## config.mk

```make
export PLATFORM = sky130hd
export DESIGN_NAME = block_row_store_flat
export DESIGN_NICKNAME = d
export VERILOG_FILES = /design/src/rtl/block_row_store_pkg.sv /design/src/rtl/block_row_store_if.sv /design/src/rtl/row_popcount.sv /design/src/rtl/block_row_store.sv /design/src/flat_wrapper.sv
export SDC_FILE = /design/constraint.sdc
export NUM_CORES = 1
export LEC_CHECK = 0
export BUFFER_PORTS_ARGS = -buffer_cell sky130_fd_sc_hd__buf_4
export CAP_MARGIN = 25
export CELL_PAD_IN_SITES_DETAIL_PLACEMENT = 0
export CELL_PAD_IN_SITES_GLOBAL_PLACEMENT = 1
export CORE_MARGIN = 4
export CORE_UTILIZATION = 52
export CTS_BUF_LIST = sky130_fd_sc_hd__clkbuf_4 sky130_fd_sc_hd__clkbuf_8
export DETAILED_ROUTE_END_ITERATION = 16
export PLACE_DENSITY_LB_ADDON = 0.1
export SETUP_SLACK_MARGIN = 0.3
export SLEW_MARGIN = 40
export SYNTH_ARGS = -nofsm -noshare
export SYNTH_HDL_FRONTEND = slang
export SYNTH_SLANG_ARGS = --single-unit
export TNS_END_PERCENT = 5
```

## constraint.sdc

```tcl
create_clock -name clk -period 7.7 [get_ports clk]
set_input_delay 0.385 -clock clk [delete_from_list [all_inputs] [get_ports clk]]
set_output_delay 0.385 -clock clk [all_outputs]
set_load 0.02 [all_outputs]
```

## src/rtl/block_row_store_pkg.sv

```systemverilog
// Shared constants and types for the breakout wall row store and the block painter.
package block_row_store_pkg;

   localparam int unsigned BLOCKS_PER_ROW = 13;
   localparam int unsigned NUM_ROWS       = 15;
   localparam int unsigned FILLED_ROWS    = 15;
   localparam int unsigned CNT_W          = 8;
   // Width of a per-row block count; holds 0..BLOCKS_PER_ROW.
   localparam int unsigned HIT_W          = 4;

   typedef logic [BLOCKS_PER_ROW-1:0] row_t;

   typedef enum logic [1:0] {
      StIdle,
      StFill,
      StRun
   } state_e;

endpackage

```

## src/rtl/block_row_store_if.sv

```systemverilog
// Painter / game-control facing bundle of the row store.
interface block_row_store_if #(
   parameter int unsigned CntW = block_row_store_pkg::CNT_W
) ();
   import block_row_store_pkg::*;

   logic               new_frame;
   logic               go_next_line;
   logic               write_block_line_state;
   row_t               new_block_line_state;
   logic               level_start;

   row_t               block_line_state;
   logic               busy;
   logic [HIT_W-1:0]   blocks_hit;
   logic               hit_valid;
   logic [CntW-1:0]    blocks_remaining;
   logic               level_cleared;

   modport master (
      output new_frame, go_next_line, write_block_line_state, new_block_line_state, level_start,
      input  block_line_state, busy, blocks_hit, hit_valid, blocks_remaining, level_cleared
   );

   modport slave (
      input  new_frame, go_next_line, write_block_line_state, new_block_line_state, level_start,
      output block_line_state, busy, blocks_hit, hit_valid, blocks_remaining, level_cleared
   );

endinterface

```

## src/rtl/row_popcount.sv

```systemverilog
// Combinational population count of one row mask.
module row_popcount
   import block_row_store_pkg::*;
(
   input  row_t             row_i,
   output logic [HIT_W-1:0] count_o
);

   // Sum the set bits of the row.
   always_comb begin
      count_o = '0;
      for (int i = 0; i < BLOCKS_PER_ROW; i++) begin
         count_o = count_o + HIT_W'(row_i[i]);
      end
   end

endmodule

```

## src/rtl/block_row_store.sv

```systemverilog
// Breakout wall backing store: one presence mask per row, fill at level start,
// collision write-back with hit accounting and level-cleared detection.
module block_row_store #(
   parameter int unsigned NUM_ROWS    = block_row_store_pkg::NUM_ROWS,
   parameter int unsigned FILLED_ROWS = block_row_store_pkg::FILLED_ROWS,
   parameter int unsigned CNT_W       = block_row_store_pkg::CNT_W
) (
   input  logic             clk,
   input  logic             rst,
   block_row_store_if.slave store_io
);
   import block_row_store_pkg::*;

   localparam int unsigned     PtrW      = (NUM_ROWS > 1) ? $clog2(NUM_ROWS) : 1;
   localparam logic [PtrW-1:0] LastRow   = PtrW'(NUM_ROWS - 1);
   localparam logic [CNT_W-1:0] FullCount = CNT_W'(FILLED_ROWS * BLOCKS_PER_ROW);

   state_e            state_q;
   row_t              rows_q [NUM_ROWS];
   logic [PtrW-1:0]   ptr_q;
   logic [PtrW-1:0]   fill_idx_q;
   logic [CNT_W-1:0]  remaining_q;
   logic [HIT_W-1:0]  hit_q;
   logic              hit_valid_q;
   logic              busy_q;
   logic              cleared_q;

   row_t              cur_row;
   row_t              lost_blocks;
   logic [PtrW-1:0]   ptr_adv;
   logic [HIT_W-1:0]  removed;
   logic              fill_ones;

   // Current row read, blocks lost by a write-back and the next pointer value.
   always_comb begin
      cur_row     = rows_q[ptr_q];
      // New bits are never added: only old & ~new can change.
      lost_blocks = cur_row & ~store_io.new_block_line_state;
      fill_ones   = (32'(fill_idx_q) < FILLED_ROWS);
      ptr_adv     = ptr_q;
      if (store_io.new_frame) begin
         ptr_adv = '0;
      end else if (store_io.go_next_line && (ptr_q != LastRow)) begin
         ptr_adv = ptr_q + PtrW'(1);
      end
   end

   row_popcount u_popcount (
      .row_i   (lost_blocks),
      .count_o (removed)
   );

   // Level FSM with row storage, pointer, counters and registered status outputs.
   always_ff @(posedge clk) begin
      if (rst) begin
         state_q     <= StIdle;
         for (int i = 0; i < NUM_ROWS; i++) begin
            rows_q[i] <= '0;
         end
         ptr_q       <= '0;
         fill_idx_q  <= '0;
         remaining_q <= '0;
         hit_q       <= '0;
         hit_valid_q <= 1'b0;
         busy_q      <= 1'b0;
         cleared_q   <= 1'b0;
      end else begin
         hit_q       <= '0;
         hit_valid_q <= 1'b0;
         if (store_io.level_start) begin
            // Restart the fill from any state.
            state_q     <= StFill;
            fill_idx_q  <= '0;
            ptr_q       <= '0;
            remaining_q <= '0;
            busy_q      <= 1'b1;
            cleared_q   <= 1'b0;
         end else begin
            unique case (state_q)
               StIdle: begin
                  ptr_q     <= ptr_adv;
                  cleared_q <= 1'b0;
               end
               StFill: begin
                  rows_q[fill_idx_q] <= fill_ones ? '1 : '0;
                  fill_idx_q         <= fill_idx_q + PtrW'(1);
                  if (fill_idx_q == LastRow) begin
                     state_q     <= StRun;
                     busy_q      <= 1'b0;
                     remaining_q <= FullCount;
                     ptr_q       <= '0;
                  end
               end
               StRun: begin
                  if (store_io.write_block_line_state) begin
                     // Write targets the pre-advance row.
                     rows_q[ptr_q] <= cur_row & store_io.new_block_line_state;
                     remaining_q   <= remaining_q - CNT_W'(removed);
                     hit_q         <= removed;
                     hit_valid_q   <= (removed != '0);
                  end
                  ptr_q     <= ptr_adv;
                  cleared_q <= (remaining_q == '0);
               end
               default: begin
                  state_q <= StIdle;
               end
            endcase
         end
      end
   end

   assign store_io.block_line_state = cur_row;
   assign store_io.busy             = busy_q;
   assign store_io.blocks_hit       = hit_q;
   assign store_io.hit_valid        = hit_valid_q;
   assign store_io.blocks_remaining = remaining_q;
   assign store_io.level_cleared    = cleared_q;

endmodule

```

## src/flat_wrapper.sv

```systemverilog
// flat-port wrapper written by rule: the top's interface ports become plain ports
module block_row_store_flat import block_row_store_pkg::*;
#(
   parameter int unsigned NUM_ROWS    = block_row_store_pkg::NUM_ROWS,
   parameter int unsigned FILLED_ROWS = block_row_store_pkg::FILLED_ROWS,
   parameter int unsigned CNT_W       = block_row_store_pkg::CNT_W
)
  (clk, rst, store_io_new_frame, store_io_go_next_line, store_io_write_block_line_state, store_io_new_block_line_state, store_io_level_start, store_io_block_line_state, store_io_busy, store_io_blocks_hit, store_io_hit_valid, store_io_blocks_remaining, store_io_level_cleared);
  block_row_store_if #(.CntW(CNT_W)) store_io_i ();
  input  logic clk;
  input  logic rst;
  input wire logic [$bits(store_io_i.new_frame)-1:0] store_io_new_frame;
  input wire logic [$bits(store_io_i.go_next_line)-1:0] store_io_go_next_line;
  input wire logic [$bits(store_io_i.write_block_line_state)-1:0] store_io_write_block_line_state;
  input wire logic [$bits(store_io_i.new_block_line_state)-1:0] store_io_new_block_line_state;
  input wire logic [$bits(store_io_i.level_start)-1:0] store_io_level_start;
  output wire logic [$bits(store_io_i.block_line_state)-1:0] store_io_block_line_state;
  output wire logic [$bits(store_io_i.busy)-1:0] store_io_busy;
  output wire logic [$bits(store_io_i.blocks_hit)-1:0] store_io_blocks_hit;
  output wire logic [$bits(store_io_i.hit_valid)-1:0] store_io_hit_valid;
  output wire logic [$bits(store_io_i.blocks_remaining)-1:0] store_io_blocks_remaining;
  output wire logic [$bits(store_io_i.level_cleared)-1:0] store_io_level_cleared;
  assign store_io_i.new_frame = store_io_new_frame;
  assign store_io_i.go_next_line = store_io_go_next_line;
  assign store_io_i.write_block_line_state = store_io_write_block_line_state;
  assign store_io_i.new_block_line_state = store_io_new_block_line_state;
  assign store_io_i.level_start = store_io_level_start;
  assign store_io_block_line_state = store_io_i.block_line_state;
  assign store_io_busy = store_io_i.busy;
  assign store_io_blocks_hit = store_io_i.blocks_hit;
  assign store_io_hit_valid = store_io_i.hit_valid;
  assign store_io_blocks_remaining = store_io_i.blocks_remaining;
  assign store_io_level_cleared = store_io_i.level_cleared;
  block_row_store #(.NUM_ROWS(NUM_ROWS), .FILLED_ROWS(FILLED_ROWS), .CNT_W(CNT_W)) u_core (.clk(clk), .rst(rst), .store_io(store_io_i));
endmodule
```

==> metrics.txt, run 1 <==
status finished, final reports clean; clock sink count ~240; DR vias 7976; Post-DP HPWL just over 20 mm; non-filler cells in the finished layout 1333; clock buffer count from CTS 41; Worst VDD drop about 0.12 mV; post-CTS sizing 0; Pins Over Slew Limit 0; die width about 160 um; Final GP Congestion approximately 0.86; row count between 50 and 60; final setup fails 0; # nets final approximately 1100; total negative slack 0 ps; worst slew pin tran 901 ps; Critical path buffers and inverters 1; per-cell routed wire length roughly 24 um; CP max stage delay between 600 and 700 ps; top post-synthesis cells by area edfxtp_1 54%, mux2i_1 7.6%, nor2_1 7.0%, dfxtp_1 5.0%, nand2b_1 1.9%; port bufs 46; CP startpoint kind flip-flop; first-pass GRT wire length approximately 48 mm; Tmin final ~7000 ps; Stages on worst setup path 17; R2R cell count 17; count of antenna diodes in the layout 0; Yosys top cell area share 53.8%; Syn Std Cell Area 0.0116 mm^2; Mean Syn Cell Area 11.7 um^2; layout cell share with drive strength beyond 1 16.9%; GRT Overall Usage between 20% and 30%; initial DRC count around 600; number of global-route vias before repair 8007; Crit-path slowest cell a211oi_1; Fill cells 1829; grt ovf 0; post-synth top area cell edfxtp_1; Inst Count DP roughly 1300; postcts setup bufs 0; Top Ports between 40 and 50; Synth Warn # 0; Die Y between 150 and 200 um; Post-synth top cells 217 x nor2_1, 208 x edfxtp_1, 88 x mux2i_1, 53 x nand2_1, 37 x clkbuf_1; Longest Clk Path Bufs 3; Setup crit end kind flip-flop; RSZ-0062 raised after global routing false; Die ar. 0.0248 mm^2; Post-CTS Hold Buffers 0; critical-path cell list buf_12 -> mux2_2 -> o22ai_1 -> a211oi_1 -> a21o_1 -> nand2b_1 -> fa_1 -> fa_1 -> fa_1 -> fa_1 -> fa_1 -> fa_1 -> fa_1 -> maj3_1 -> a2111oi_0 -> xnor2_1 -> a21oi_1; total power around 2.8 mW; max-cap check violation count 0; CTS clk-pin slew, worst paths around 60 ps; Peak Freq about 140 MHz; final hold vios 0; Slew Limit Headroom ~40%; DRT Pass-1 Iters 5; Vias per Instance ~6; crit path DAT around 7400 ps; initial antenna violation count 0; asr flop ratio synth 0%; sequential-to-total area share from yosys stat about 59%; Yosys reg bits approximately 240; HP Class primary input to flip-flop; Cell variety after synth between 70 and 80; register area ~0.007 mm^2; area of the core about 0.022 mm^2; clk_lat worst skew 550 ps; count leader, synth nor2_1; cell with the most instances on the worst path fa_1; Leak 5.00 nW; Crit Path Class flip-flop to flip-flop; final worst path period share approximately nine tenths; most used flip-flop cell after synthesis edfxtp_1; CP delay by family, top adder cells; clock skew roughly 29 ps; largest net degree at the start of global routing between 50 and 60; clock tree root driver cell clkbuf_8; Multi-input gate area between 0.004 and 0.005 mm^2; Synth Net Count between 1000 and 1500; # DRC 0; DRT antenna net count 0; Cells after Synth 988; CP Max Fanout 34; number of synthesized flops with an enable pin between 200 and 250; area grow syn2layout 11.3%; drt total wl 31.5 mm; H-tree Lvls 2; Power Density ~220 mW/mm^2; Crit path required time approximately 8100 ps; CTS tree built; Min-Delay Path Depth 3; Initial Util a little over half
[cell usage in the layout (no fill, tap or decap), drive strengths merged, types with 11 or more instances in the layout]
cell and instances:
dfxtp 29, nand2 53, buf 67, a21oi 13
inv 27, nand2b 35, clkbuf 54, nor2b 11
nor3 11, edfxtp 208, nor2 218, o21ai 20
clkinv 18, mux2 15, mux2i 88, a22oi 17
[flip-flops by register name, summed over array words and instances, names as in the netlist, named ones only]
| signal | flops |
|---|---|
| u_core.ptr_q | 4 |
| u_core.store_io.blocks_remaining | 8 |
| u_core.fill_idx_q | 4 |
| u_core.store_io.level_cleared | 1 |
| u_core.store_io.hit_valid | 1 |
| u_core.rows_q | 208 |
| u_core.store_io.busy | 1 |
| u_core.store_io.blocks_hit | 4 |
| u_core.state_q | 2 |
[worst paths after layout]
check	start	endpoint	slack, ps
max reg2reg	flip-flop	u_core.store_io.blocks_remaining[6]	730
min reg2reg	u_core.store_io.busy	u_core.store_io.busy	500
max	flip-flop	u_core.store_io.blocks_remaining[6]	730
min	store_io_level_start	u_core.store_io.busy	90
[worst min-delay path: cells and delay by family]
family / cells / cell delay, ps
buffers and inverters: 1 / 100
and+or+nand+nor: 1 / 70
AOI/OAI and AO/OA: 1 / 40
[metal layers]
metal | vias to the layer above | track usage, % | part of all wire [%]
li1 | 3649 | - | -
met1 | 3954 | 36.9 | 43
met2 | 313 | 41.9 | 47
met3 | 60 | 4.04 | 7.3
met4 | 0 | 7.05 | 2.3
met5 | - | 0 | 0
[layout make-up]
class	count	share of cell area, %
sequential	237	52.9
multi-input combinational	647	33.2
clock buffer	54	5.22
timing repair buffer	67	4.12
tap	280	2.71
clock inverter	21	1.09
inverter	27	0.784
[power by group]
part / internal, mW / total, mW / switching [mW]
registers: 1.43 / 1.45 / 0.0142
clock network: 0.638 / 1.15 / 0.511
logic: 0.0900 / 0.240 / 0.150
total: 2.16 / 2.84 / 0.675
[stage by stage]
stage | setup WS, ps | util [%] | hold WS (ps) | instance area [um^2]
3_5_place_dp | 706 | 55.1 | 492 | 12100
6_report | 730 | 59.0 | 95.0 | 12900
2_1_floorplan | 1170 | - | 501 | 11600
5_1_grt | 342 | 59.0 | 104 | 12900
4_1_cts | 589 | 58.8 | 66.6 | 12900
3_3_place_gp | 835 | 54.8 | 478 | 12000
[kinds of logic after synthesis]
group,after synthesis,synth area share [%]
flops,237,58.8
mux,103,9.04
xor+xnor,6,0.453
buf+inv,104,4.96
simple gates,380,14.7
compound gates,138,9.32
fa+ha+maj,20,2.72
Note: power is estimated with default switching activity, not from simulation.
==> run 2, diff against run 1 <==
--- a/config.mk
+++ b/config.mk
@@ -9,12 +9,14 @@
 export CAP_MARGIN = 25
 export CELL_PAD_IN_SITES_DETAIL_PLACEMENT = 0
 export CELL_PAD_IN_SITES_GLOBAL_PLACEMENT = 1
+export CORE_ASPECT_RATIO = 1.2
 export CORE_MARGIN = 4
 export CORE_UTILIZATION = 52
 export CTS_BUF_LIST = sky130_fd_sc_hd__clkbuf_4 sky130_fd_sc_hd__clkbuf_8
 export DETAILED_ROUTE_END_ITERATION = 16
 export PLACE_DENSITY_LB_ADDON = 0.1
 export SETUP_SLACK_MARGIN = 0.3
+export SKIP_LAST_GASP = 1
 export SLEW_MARGIN = 40
 export SYNTH_ARGS = -nofsm -noshare
 export SYNTH_HDL_FRONTEND = slang
==> run 2 against run 1 <==
Against the previous run:
- utilization is 0.14 points lower
- cell count is 0.98% lower
- via count hardly changed
- critical path type unchanged
- combinational power is 2% lower
- register-to-register slack better by 180 ps
- total power is 2.0% lower
- clock power is 4% lower
- non-clock buffer count is 1 higher
- maximum frequency is 2.6% higher
- largest cell class unchanged
- first-iteration DRC count is 22% higher
- sequential cell count stayed put
==> metrics.txt, run 2 (synthesized netlist as in run 1, its figures left out) <==
Pins Over Slew Limit 0; CP max stage delay around 700 ps; worst slew pin tran ~900 ps; row count 59; Psw 0.649 mW; non-filler cells in the finished layout around 1300; CTS tree built; Final GP Congestion 0.827; total negative slack 0 ps; DRT Pass-1 Iters 5; Slew Limit Headroom approximately two fifths; Multi-input gate area roughly 0.0043 mm^2; initial DRC count between 700 and 800; Die Y 172 um; Reg2Reg Capture Point u_core.store_io.blocks_remaining[5]; Largest Register u_core.rows_q; Reg power frac a little over half; Peak Freq 147 MHz; combinational power share under 10%; clock tree root driver cell clkbuf_8; die width around 140 um; count of antenna diodes in the layout 0; port bufs 46; # nets final 1058; highest-count cells in the layout ignoring fill and taps 217 x nor2_1, 208 x edfxtp_1, 88 x mux2i_1; max reg flops ~210; Inst Count DP 1251; initial antenna violation count 0; # DRC 0; GRT Overall Usage 26.1%; Top Ports 47; Leak roughly 5 nW; total power 2.78 mW; crit path DAT just over 7000 ps; RSZ-0062 raised after global routing false; first-pass GRT wire length roughly 48 mm; post-CTS sizing 0; per-cell routed wire length ~24 um; Crit-path slowest cell nor2b_2; switching share of power about a quarter; Die ar. between 0.02 and 0.025 mm^2; largest net degree at the start of global routing 44; number of global-route vias before repair 7913; Setup crit end kind flip-flop; cell with the most instances on the worst path fa_1; DR vias 7979; status finished, final reports clean; Power Density 216 mW/mm^2; R2R cell count 17; clock skew 16.6 ps; drt total wl about 32 mm; Crit Path Class flip-flop to flip-flop; H-tree Lvls 2; area of the core 0.0219 mm^2; Fill cells 1839; clock buffer count from CTS 39; Tmin final 6790 ps; clock sink count about 240; Vias per Instance 6.04; grt ovf 0; DRT antenna net count 0; Clock Power Share approximately two fifths; Worst VDD drop about 0.12 mV; final hold vios 0; FF-to-FF setup slack 910 ps; max-cap check violation count 0; Post-CTS Hold Buffers 0; final setup fails 0; Crit path required time about 8100 ps; register area about 0.007 mm^2; Post-DP HPWL roughly 21 mm; hold path endpoint u_core.store_io.busy; clk_lat worst skew 530 ps; CP Max Fanout 13; area grow syn2layout 10.8%; postcts setup bufs 0; worst hold start store_io_level_start; HP Class primary input to flip-flop; final worst path period share ~90%; CP startpoint kind flip-flop; most common cell after layout, fill and taps aside nor2_1; CTS clk-pin slew, worst paths ~60 ps; critical-path cell list nor2b_2 -> nand2_1 -> and3_1 -> or2_2 -> nand2b_1 -> fa_1 -> fa_1 -> fa_1 -> fa_1 -> fa_1 -> fa_1 -> ha_1 -> nor2b_1 -> o31ai_1 -> a21boi_0 -> or4_1 -> a211oi_1; Longest Clk Path Bufs 3; layout cell share with drive strength beyond 1 between 10% and 20%; P_int ~2.1 mW; Initial Util 53.1%; Min-Delay Path Depth 3
## run 2: cell count changes in the layout (fill, tap and decap cells not counted), sizes merged
| cell | previous run | this run |
|---|---|---|
| clkinv | 18 | 6 |
| buf | 67 | 68 |
| clkbuf | 54 | 59 |
| bufinv | 2 | 0 |
| inv | 27 | 28 |
## run 2: power by group through the flow
stage	registers, mW	clock network, mW	logic (mW)
global route	1.45	1.17	0.261
global placement	1.47	0	0.228
floorplan	1.47	0	0.162
detailed placement	1.48	0	0.232
CTS	1.45	1.11	0.234
finish	1.45	1.10	0.235
## run 2: how the worst max path moves through the flow
stage / start / endpoint / slack [ps] / cells after the start
4_1_cts: flip-flop / u_core.store_io.blocks_remaining[6] / 700 / 17
3_3_place_gp: flip-flop / u_core.store_io.blocks_remaining[6] / 850 / 17
2_1_floorplan: flip-flop / u_core.store_io.blocks_remaining[6] / 1170 / 21
6_report: flip-flop / u_core.store_io.blocks_remaining[5] / 910 / 17
5_1_grt: flip-flop / u_core.store_io.blocks_remaining[5] / 440 / 17
3_5_place_dp: flip-flop / u_core.store_io.blocks_remaining[6] / 760 / 17
## run 2: metal layers
metal / vias to the layer above / track usage (%) / wire length (um)
li1: 3650 / - / -
met1: 3961 / 35.4 / 13500
met2: 309 / 43.1 / 15600
met3: 59 / 4.81 / 2140
met4: 0 / 7.75 / 813
met5: - / 0 / 0
## run 2: worst max-delay path: cells and delay by family (launching register included)
kind / cells / cell delay [ps]
fa+ha+maj: 7 / 3470
flops: 1 / 440
simple gates: 7 / 2040
compound gates: 3 / 730
## run 2: cell type report
type | count | area share, %
Multi-Input combinational cell | 647 | 33.2
Timing Repair Buffer | 68 | 4.19
Tap cell | 274 | 2.66
Clock buffer | 59 | 5.73
Inverter | 27 | 0.788
Sequential cell | 237 | 53.1
Clock inverter | 8 | 0.331
## run 2: metrics by stage
step	worst slack, ps	util (%)	hold slack [ps]	instance area [um^2]
final	907	58.9	109	12900
after global routing	445	58.9	106	12900
after CTS	704	58.7	89.6	12800
after detailed placement	758	55.1	484	12000
after global placement	846	54.9	476	12000
after floorplan	1170	-	501	11600
